File: src/rtl/hazard_ctrl_if.sv
// Signal bundle between the pipeline and the hazard/stall controller.
// The slave side is the controller; the master side is the pipeline datapath.
interface hazard_ctrl_if #(
    parameter int STAT_W = 16
) ();
    logic [4:0]        IdRs;
    logic [4:0]        IdRt;
    logic              IdUsesRs;
    logic              IdUsesRt;
    logic              ExMemRead;
    logic [4:0]        ExRt;
    logic              IdIsMulDiv;
    logic              IdBranchTaken;
    logic              ClrStats;
    logic              PcWrite;
    logic              IfIdWrite;
    logic              IfFlush;
    logic              IdExBubble;
    logic              MulDivStart;
    logic              MdBusy;
    logic [STAT_W-1:0] StallCycles;

    modport slave (
        input  IdRs, IdRt, IdUsesRs, IdUsesRt, ExMemRead, ExRt,
               IdIsMulDiv, IdBranchTaken, ClrStats,
        output PcWrite, IfIdWrite, IfFlush, IdExBubble, MulDivStart,
               MdBusy, StallCycles
    );

    modport master (
        output IdRs, IdRt, IdUsesRs, IdUsesRt, ExMemRead, ExRt,
               IdIsMulDiv, IdBranchTaken, ClrStats,
        input  PcWrite, IfIdWrite, IfFlush, IdExBubble, MulDivStart,
               MdBusy, StallCycles
    );
endinterface

File: src/rtl/hazard_ctrl.sv
// Hazard/stall controller for the 5-stage core: load-use stalls, multi-cycle
// mul/div hold in ID, taken-branch flush, and a saturating stall-cycle counter.
//
//   state  | meaning
//   -------+---------------------------------------------------------------
//   S_RUN  | normal issue; load-use > mul/div start > branch flush > normal
//   S_BUSY | mul/div held in ID; stall while r_cnt != 0, release at r_cnt == 0
module hazard_ctrl #(
    parameter int MD_LATENCY = 4,
    parameter int CNT_W      = 8,
    parameter int STAT_W     = 16
) (
    input  logic          clk,
    input  logic          rst,
    hazard_ctrl_if.slave  io_hz
);

    typedef enum logic [0:0] {
        S_RUN  = 1'b0,
        S_BUSY = 1'b1
    } state_t;

    // RUN entry cycle already counts as one stall cycle
    localparam logic [CNT_W-1:0]  MD_CNT_INIT = CNT_W'(MD_LATENCY - 1);
    localparam logic [STAT_W-1:0] STAT_MAX    = {STAT_W{1'b1}};

    state_t            r_state;
    state_t            w_next_state;
    logic [CNT_W-1:0]  r_cnt;
    logic [CNT_W-1:0]  w_next_cnt;
    logic [STAT_W-1:0] r_stall_cnt;

    logic w_load_use;
    logic w_pc_write;
    logic w_ifid_write;
    logic w_if_flush;
    logic w_idex_bubble;
    logic w_md_start;
    logic w_md_busy;

    assign w_load_use = io_hz.ExMemRead && (io_hz.ExRt != 5'd0) &&
                        ((io_hz.IdUsesRs && (io_hz.IdRs == io_hz.ExRt)) ||
                         (io_hz.IdUsesRt && (io_hz.IdRt == io_hz.ExRt)));

    always_ff @(posedge clk or posedge rst) begin
        if (rst) begin
            r_state <= S_RUN;
            r_cnt   <= '0;
        end else begin
            r_state <= w_next_state;
            r_cnt   <= w_next_cnt;
        end
    end

    always_comb begin
        w_next_state  = r_state;
        w_next_cnt    = r_cnt;
        w_pc_write    = 1'b1;
        w_ifid_write  = 1'b1;
        w_if_flush    = 1'b0;
        w_idex_bubble = 1'b0;
        w_md_start    = 1'b0;
        w_md_busy     = 1'b0;

        if (rst) begin
            w_pc_write    = 1'b0;
            w_ifid_write  = 1'b0;
            w_idex_bubble = 1'b1;
        end else begin
            case (r_state)
                S_RUN: begin
                    if (w_load_use) begin
                        w_pc_write    = 1'b0;
                        w_ifid_write  = 1'b0;
                        w_idex_bubble = 1'b1;
                    end else if (io_hz.IdIsMulDiv) begin
                        w_pc_write    = 1'b0;
                        w_ifid_write  = 1'b0;
                        w_idex_bubble = 1'b1;
                        w_md_start    = 1'b1;
                        w_next_state  = S_BUSY;
                        w_next_cnt    = MD_CNT_INIT;
                    end else if (io_hz.IdBranchTaken) begin
                        w_if_flush    = 1'b1;
                    end
                end
                S_BUSY: begin
                    w_md_busy = 1'b1;
                    if (r_cnt != '0) begin
                        w_pc_write    = 1'b0;
                        w_ifid_write  = 1'b0;
                        w_idex_bubble = 1'b1;
                        w_next_cnt    = r_cnt - 1'b1;
                    end else begin
                        w_next_state  = S_RUN;
                    end
                end
                default: begin
                    w_next_state = S_RUN;
                end
            endcase
        end
    end

    always_ff @(posedge clk or posedge rst) begin
        if (rst) begin
            r_stall_cnt <= '0;
        end else if (io_hz.ClrStats) begin
            r_stall_cnt <= '0;
        end else if (!w_pc_write && (r_stall_cnt != STAT_MAX)) begin
            r_stall_cnt <= r_stall_cnt + 1'b1;
        end
    end

    assign io_hz.PcWrite     = w_pc_write;
    assign io_hz.IfIdWrite   = w_ifid_write;
    assign io_hz.IfFlush     = w_if_flush;
    assign io_hz.IdExBubble  = w_idex_bubble;
    assign io_hz.MulDivStart = w_md_start;
    assign io_hz.MdBusy      = w_md_busy;
    assign io_hz.StallCycles = r_stall_cnt;

endmodule

File: src/flat_wrapper.sv
// flat-port wrapper written by rule: the top's interface ports become plain ports
module hazard_ctrl_flat 
#(
    parameter int MD_LATENCY = 4,
    parameter int CNT_W      = 8,
    parameter int STAT_W     = 16
)
  (clk, rst, io_hz_IdRs, io_hz_IdRt, io_hz_IdUsesRs, io_hz_IdUsesRt, io_hz_ExMemRead, io_hz_ExRt, io_hz_IdIsMulDiv, io_hz_IdBranchTaken, io_hz_ClrStats, io_hz_PcWrite, io_hz_IfIdWrite, io_hz_IfFlush, io_hz_IdExBubble, io_hz_MulDivStart, io_hz_MdBusy, io_hz_StallCycles);
  hazard_ctrl_if #(.STAT_W(STAT_W)) io_hz_i ();
  input  logic clk;
  input  logic rst;
  input wire logic [$bits(io_hz_i.IdRs)-1:0] io_hz_IdRs;
  input wire logic [$bits(io_hz_i.IdRt)-1:0] io_hz_IdRt;
  input wire logic [$bits(io_hz_i.IdUsesRs)-1:0] io_hz_IdUsesRs;
  input wire logic [$bits(io_hz_i.IdUsesRt)-1:0] io_hz_IdUsesRt;
  input wire logic [$bits(io_hz_i.ExMemRead)-1:0] io_hz_ExMemRead;
  input wire logic [$bits(io_hz_i.ExRt)-1:0] io_hz_ExRt;
  input wire logic [$bits(io_hz_i.IdIsMulDiv)-1:0] io_hz_IdIsMulDiv;
  input wire logic [$bits(io_hz_i.IdBranchTaken)-1:0] io_hz_IdBranchTaken;
  input wire logic [$bits(io_hz_i.ClrStats)-1:0] io_hz_ClrStats;
  output wire logic [$bits(io_hz_i.PcWrite)-1:0] io_hz_PcWrite;
  output wire logic [$bits(io_hz_i.IfIdWrite)-1:0] io_hz_IfIdWrite;
  output wire logic [$bits(io_hz_i.IfFlush)-1:0] io_hz_IfFlush;
  output wire logic [$bits(io_hz_i.IdExBubble)-1:0] io_hz_IdExBubble;
  output wire logic [$bits(io_hz_i.MulDivStart)-1:0] io_hz_MulDivStart;
  output wire logic [$bits(io_hz_i.MdBusy)-1:0] io_hz_MdBusy;
  output wire logic [$bits(io_hz_i.StallCycles)-1:0] io_hz_StallCycles;
  assign io_hz_i.IdRs = io_hz_IdRs;
  assign io_hz_i.IdRt = io_hz_IdRt;
  assign io_hz_i.IdUsesRs = io_hz_IdUsesRs;
  assign io_hz_i.IdUsesRt = io_hz_IdUsesRt;
  assign io_hz_i.ExMemRead = io_hz_ExMemRead;
  assign io_hz_i.ExRt = io_hz_ExRt;
  assign io_hz_i.IdIsMulDiv = io_hz_IdIsMulDiv;
  assign io_hz_i.IdBranchTaken = io_hz_IdBranchTaken;
  assign io_hz_i.ClrStats = io_hz_ClrStats;
  assign io_hz_PcWrite = io_hz_i.PcWrite;
  assign io_hz_IfIdWrite = io_hz_i.IfIdWrite;
  assign io_hz_IfFlush = io_hz_i.IfFlush;
  assign io_hz_IdExBubble = io_hz_i.IdExBubble;
  assign io_hz_MulDivStart = io_hz_i.MulDivStart;
  assign io_hz_MdBusy = io_hz_i.MdBusy;
  assign io_hz_StallCycles = io_hz_i.StallCycles;
  hazard_ctrl #(.MD_LATENCY(MD_LATENCY), .CNT_W(CNT_W), .STAT_W(STAT_W)) u_core (.clk(clk), .rst(rst), .io_hz(io_hz_i));
endmodule
File: config.mk
export PLATFORM = sky130hd
export DESIGN_NAME = hazard_ctrl_flat
export DESIGN_NICKNAME = d
export VERILOG_FILES = /design/src/rtl/hazard_ctrl_if.sv /design/src/rtl/hazard_ctrl.sv /design/src/flat_wrapper.sv
export SDC_FILE = /design/constraint.sdc
export NUM_CORES = 1
export LEC_CHECK = 0
export ABC_AREA = 1
export CAP_MARGIN = 20
export CORE_MARGIN = 5
export CORE_UTILIZATION = 45
export DETAILED_ROUTE_END_ITERATION = 8
export HOLD_SLACK_MARGIN = 0.06
export PLACE_DENSITY = 0.73
export SLEW_MARGIN = 15
export SYNTH_ARGS = -nofsm -noshare
export SYNTH_HDL_FRONTEND = slang
export SYNTH_SLANG_ARGS = --single-unit
File: constraint.sdc
create_clock -name clk -period 4.2 [get_ports clk]
set_input_delay 0.84 -clock clk [delete_from_list [all_inputs] [get_ports clk]]
set_output_delay 0.84 -clock clk [all_outputs]
set_load 0.02 [all_outputs]
==> impl_metrics.csv <==
group,metric,value,unit
detailed_routing,met3_length,135,um
global_routing,antenna_found_initial,0,
yosys,syn-num-nets,317,
yosys,yosysWarnings,0,
yosys,netlist_area,1899,um2
clocking,cts.htree.levels,1,
detailed_routing,wl_met1,2.045,mm
layout,nNetsFinal,360,
yosys,synth_common_cells,"nand2_1, nor2_1, inv_1, nand3_1, dfrtp_1",
detailed_routing,first_pass_iters,4,
detailed_routing,drcViolationCount,0,
setup_path,crit_path_end_kind,"output pin",
setup_path,reg2reg_setup_slack,2.22,ns
layout,final_cell_area,2405,um2
yosys,ys.flop_type,"dfrtp_1",
clocking,cts_made_buffers,3,
floorplanning,dieArea,5620,um2
yosys,post_synth.cell_area_avg,6.505,um2
layout,n_antenna_cell,0,
power_and_ir_drop,powerDensity,327.1,nW/um2
sta,setup_slack,0.6385,ns
yosys,ys_ff_latch,25,
layout,area_growth,26.61,%
sta,fmax,0.2808,GHz
yosys,synth_area_leader_cell,"dfrtp_1",
global_routing,gr-total-overflow,0,
clocking,clock-sinks,25,
place,gp_congestion,0.8541,
layout,fillCellCount,394,
clocking,cts_tree,"built",
detailed_routing,top_layer,"met4",
floorplanning,chipWidth,74.97,um
sta,finalSetupViolations,0,
flow_run,maxCapViolCount,0,
global_routing,grt_pass1_wl,7.700,mm
power_and_ir_drop,totalPowerFinal,0.0007865,W
floorplanning,core-area,4058,um2
sta,relSlewSlack,0.6127,
setup_path,critPathLaunchType,"input pin",
floorplanning,pin_count,45,
setup_path,timing_worst_setup_path_type,"input pin to output pin",
sta,min_period_over_period,0.8480,
floorplanning,rows,23,
detailed_routing,wire_per_inst,11.65,um
global_routing,grtUsageTotal,0.1745,
setup_path,crit_arrival,2.72,ns
yosys,synth_edf_count,0,
layout,multiInputGateArea,1076,um2
yosys,synth_async_sr_flop_share,1.000,
status,status,"completed",
detailed_routing,ant_nets,0,
power_and_ir_drop,ir_worst_vdd,193.8,uV
yosys,yosys-top-cells-area,"dfrtp_1, nand2_1, nand3_1",
sta,worst_pin_slew,0.5803,ns
setup_path,cp.required,3.36,ns
yosys,ys_types,28,
sta,min_period,3.562,ns
detailed_routing,routed_wirelength,4.475,mm
clocking,clk_latency,0.27,ns
floorplanning,start_util,0.4681,
power_and_ir_drop,static-leakage-power,1.177,nW
clocking,cts_resized,0,
hold_path,hold_depth,2,
setup_path,reg2regPathDepth,11,
yosys,synth.most_common_cell,"nand2_1",
place,place_area,2359,um2
clocking,clockBufferDepth,2,
detailed_routing,num_vias,1858,
clocking,cts-root-buf,"clkbuf_8",
place,post-place-ws,0.6235,ns
yosys,synth_top_area_frac,0.3294,
sta,hold_viol_final,0,
detailed_routing,dr.first_iter.drc_count,74,
place,numPortBuffers,44,
hold_path,min-delay-path-class,"register to register",
layout,seqCellArea,625.6,um2
global_routing,grt_start_max_net_pins,18,
floorplanning,die-height,74.97,um
place,dp_hpwl,3.424,mm
detailed_routing,vias_per_cell,4.839,
sta,totalNegativeSetupSlack,0,ns
global_routing,first_global_vias,1706,
layout,drive_above_1_share,0.08683,
yosys,netlist_instances,292,
setup_path,path_max_fanout,3,
sta,rsz0062_at_grt,"false",
yosys,yosysSeqAreaShare,0.3294,
clocking,post_cts_buffers,0,
sta,final-max-slew-violation-count,0,
clocking,holdBufCountCts,0,
detailed_routing,wl_met2,2.251,mm
sta,whs,0.5105,ns
clocking,path_clk_slew,0.08,ns
sta,clock_skew,0.005598,ns
==> cell usage in the layout, fill, tap and decap left out, types with 2 or more instances in the layout <==
cell	count
or2_2	5
nand2_2	8
nand2_1	97
dfrtp_1	25
o21ai_0	8
clkbuf_8	3
buf_4	2
nor3_1	8
inv_1	33
xor2_1	10
nor3_4	2
nor3_2	2
a21oi_1	3
clkdlybuf4s50_1	44
inv_2	3
nand4_1	3
ha_1	2
nand3_1	30
nor2_1	37
==> layer usage <==
metal | vias up | global-route usage
li1 | 986 | -
met1 | 844 | 0.2338
met2 | 24 | 0.2969
met3 | 4 | 0.02537
met4 | 0 | 0.04150
met5 | - | 0
==> flip-flops by register name, indices dropped and copies added (netlist names) <==
name and count:
u_core.io_hz.StallCycles 16, u_core.r_state 1, u_core.r_cnt 8
==> area by class of cell <==
| type | count | share of cell area |
|---|---|---|
| clock inverters | 1 | 0.002081 |
| repair buffers | 46 | 0.1894 |
| well taps | 50 | 0.02601 |
| multi-input cells | 222 | 0.4474 |
| flip-flops and latches | 25 | 0.2601 |
| inverters | 37 | 0.05775 |
| clock buffers | 3 | 0.01717 |
==> critical path, stage by stage <==
cell             delay [ns]
clkdlybuf4s50_1        0.52
inv_1                  0.10
nand2_1                0.06
nand2_1                0.04
nor2_1                 0.08
nand3_1                0.08
nand2_1                0.06
nand2_1                0.07
nand2_2                0.11
nand2_1                0.09
inv_1                  0.07
clkdlybuf4s50_1        0.59
==> per-stage QoR <==
stage | util | std cells
5_1_grt | 0.5927 | 384
2_1_floorplan | - | 292
3_3_place_gp | 0.5813 | 380
4_1_cts | 0.5927 | 384
3_5_place_dp | 0.5813 | 380
6_report | 0.5927 | 384
==> path summary, 6_finish.rpt <==
kind,startpoint,endpoint
setup reg to reg,u_core.r_cnt[0],u_core.io_hz.StallCycles[7]
hold reg to reg,u_core.r_cnt[1],u_core.r_cnt[1]
max in group asynchronous,rst,u_core.r_state
min in group asynchronous,rst,u_core.r_cnt[3]
hold / removal,u_core.r_cnt[1],u_core.r_cnt[1]
setup / recovery,io_hz_ExRt[1],io_hz_IdExBubble
==> kinds of logic (layout without fill, tap and decap cells) <==
| group | after synthesis | in the layout | share of synthesized area |
|---|---|---|---|
| buffers and inverters | 45 | 87 | 0.1041 |
| xor gates and xnor gates | 11 | 11 | 0.05072 |
| and+or+nand+nor | 196 | 196 | 0.4671 |
| DFF | 25 | 25 | 0.3294 |
| adders and majority gates | 2 | 2 | 0.01317 |
| AOI/OAI and AO/OA | 13 | 13 | 0.03557 |
==> power breakdown <==
| part | total [W] | leakage [nW] | internal (W) | switching (W) |
|---|---|---|---|---|
| sequential | 0.000332 | 0.336 | 0.000282 | 0.0000508 |
| clock | 0.000145 | 0.0255 | 0.0000665 | 0.0000787 |
| combinational | 0.000309 | 0.815 | 0.000140 | 0.000169 |
Power figures use the tool's default switching activity.
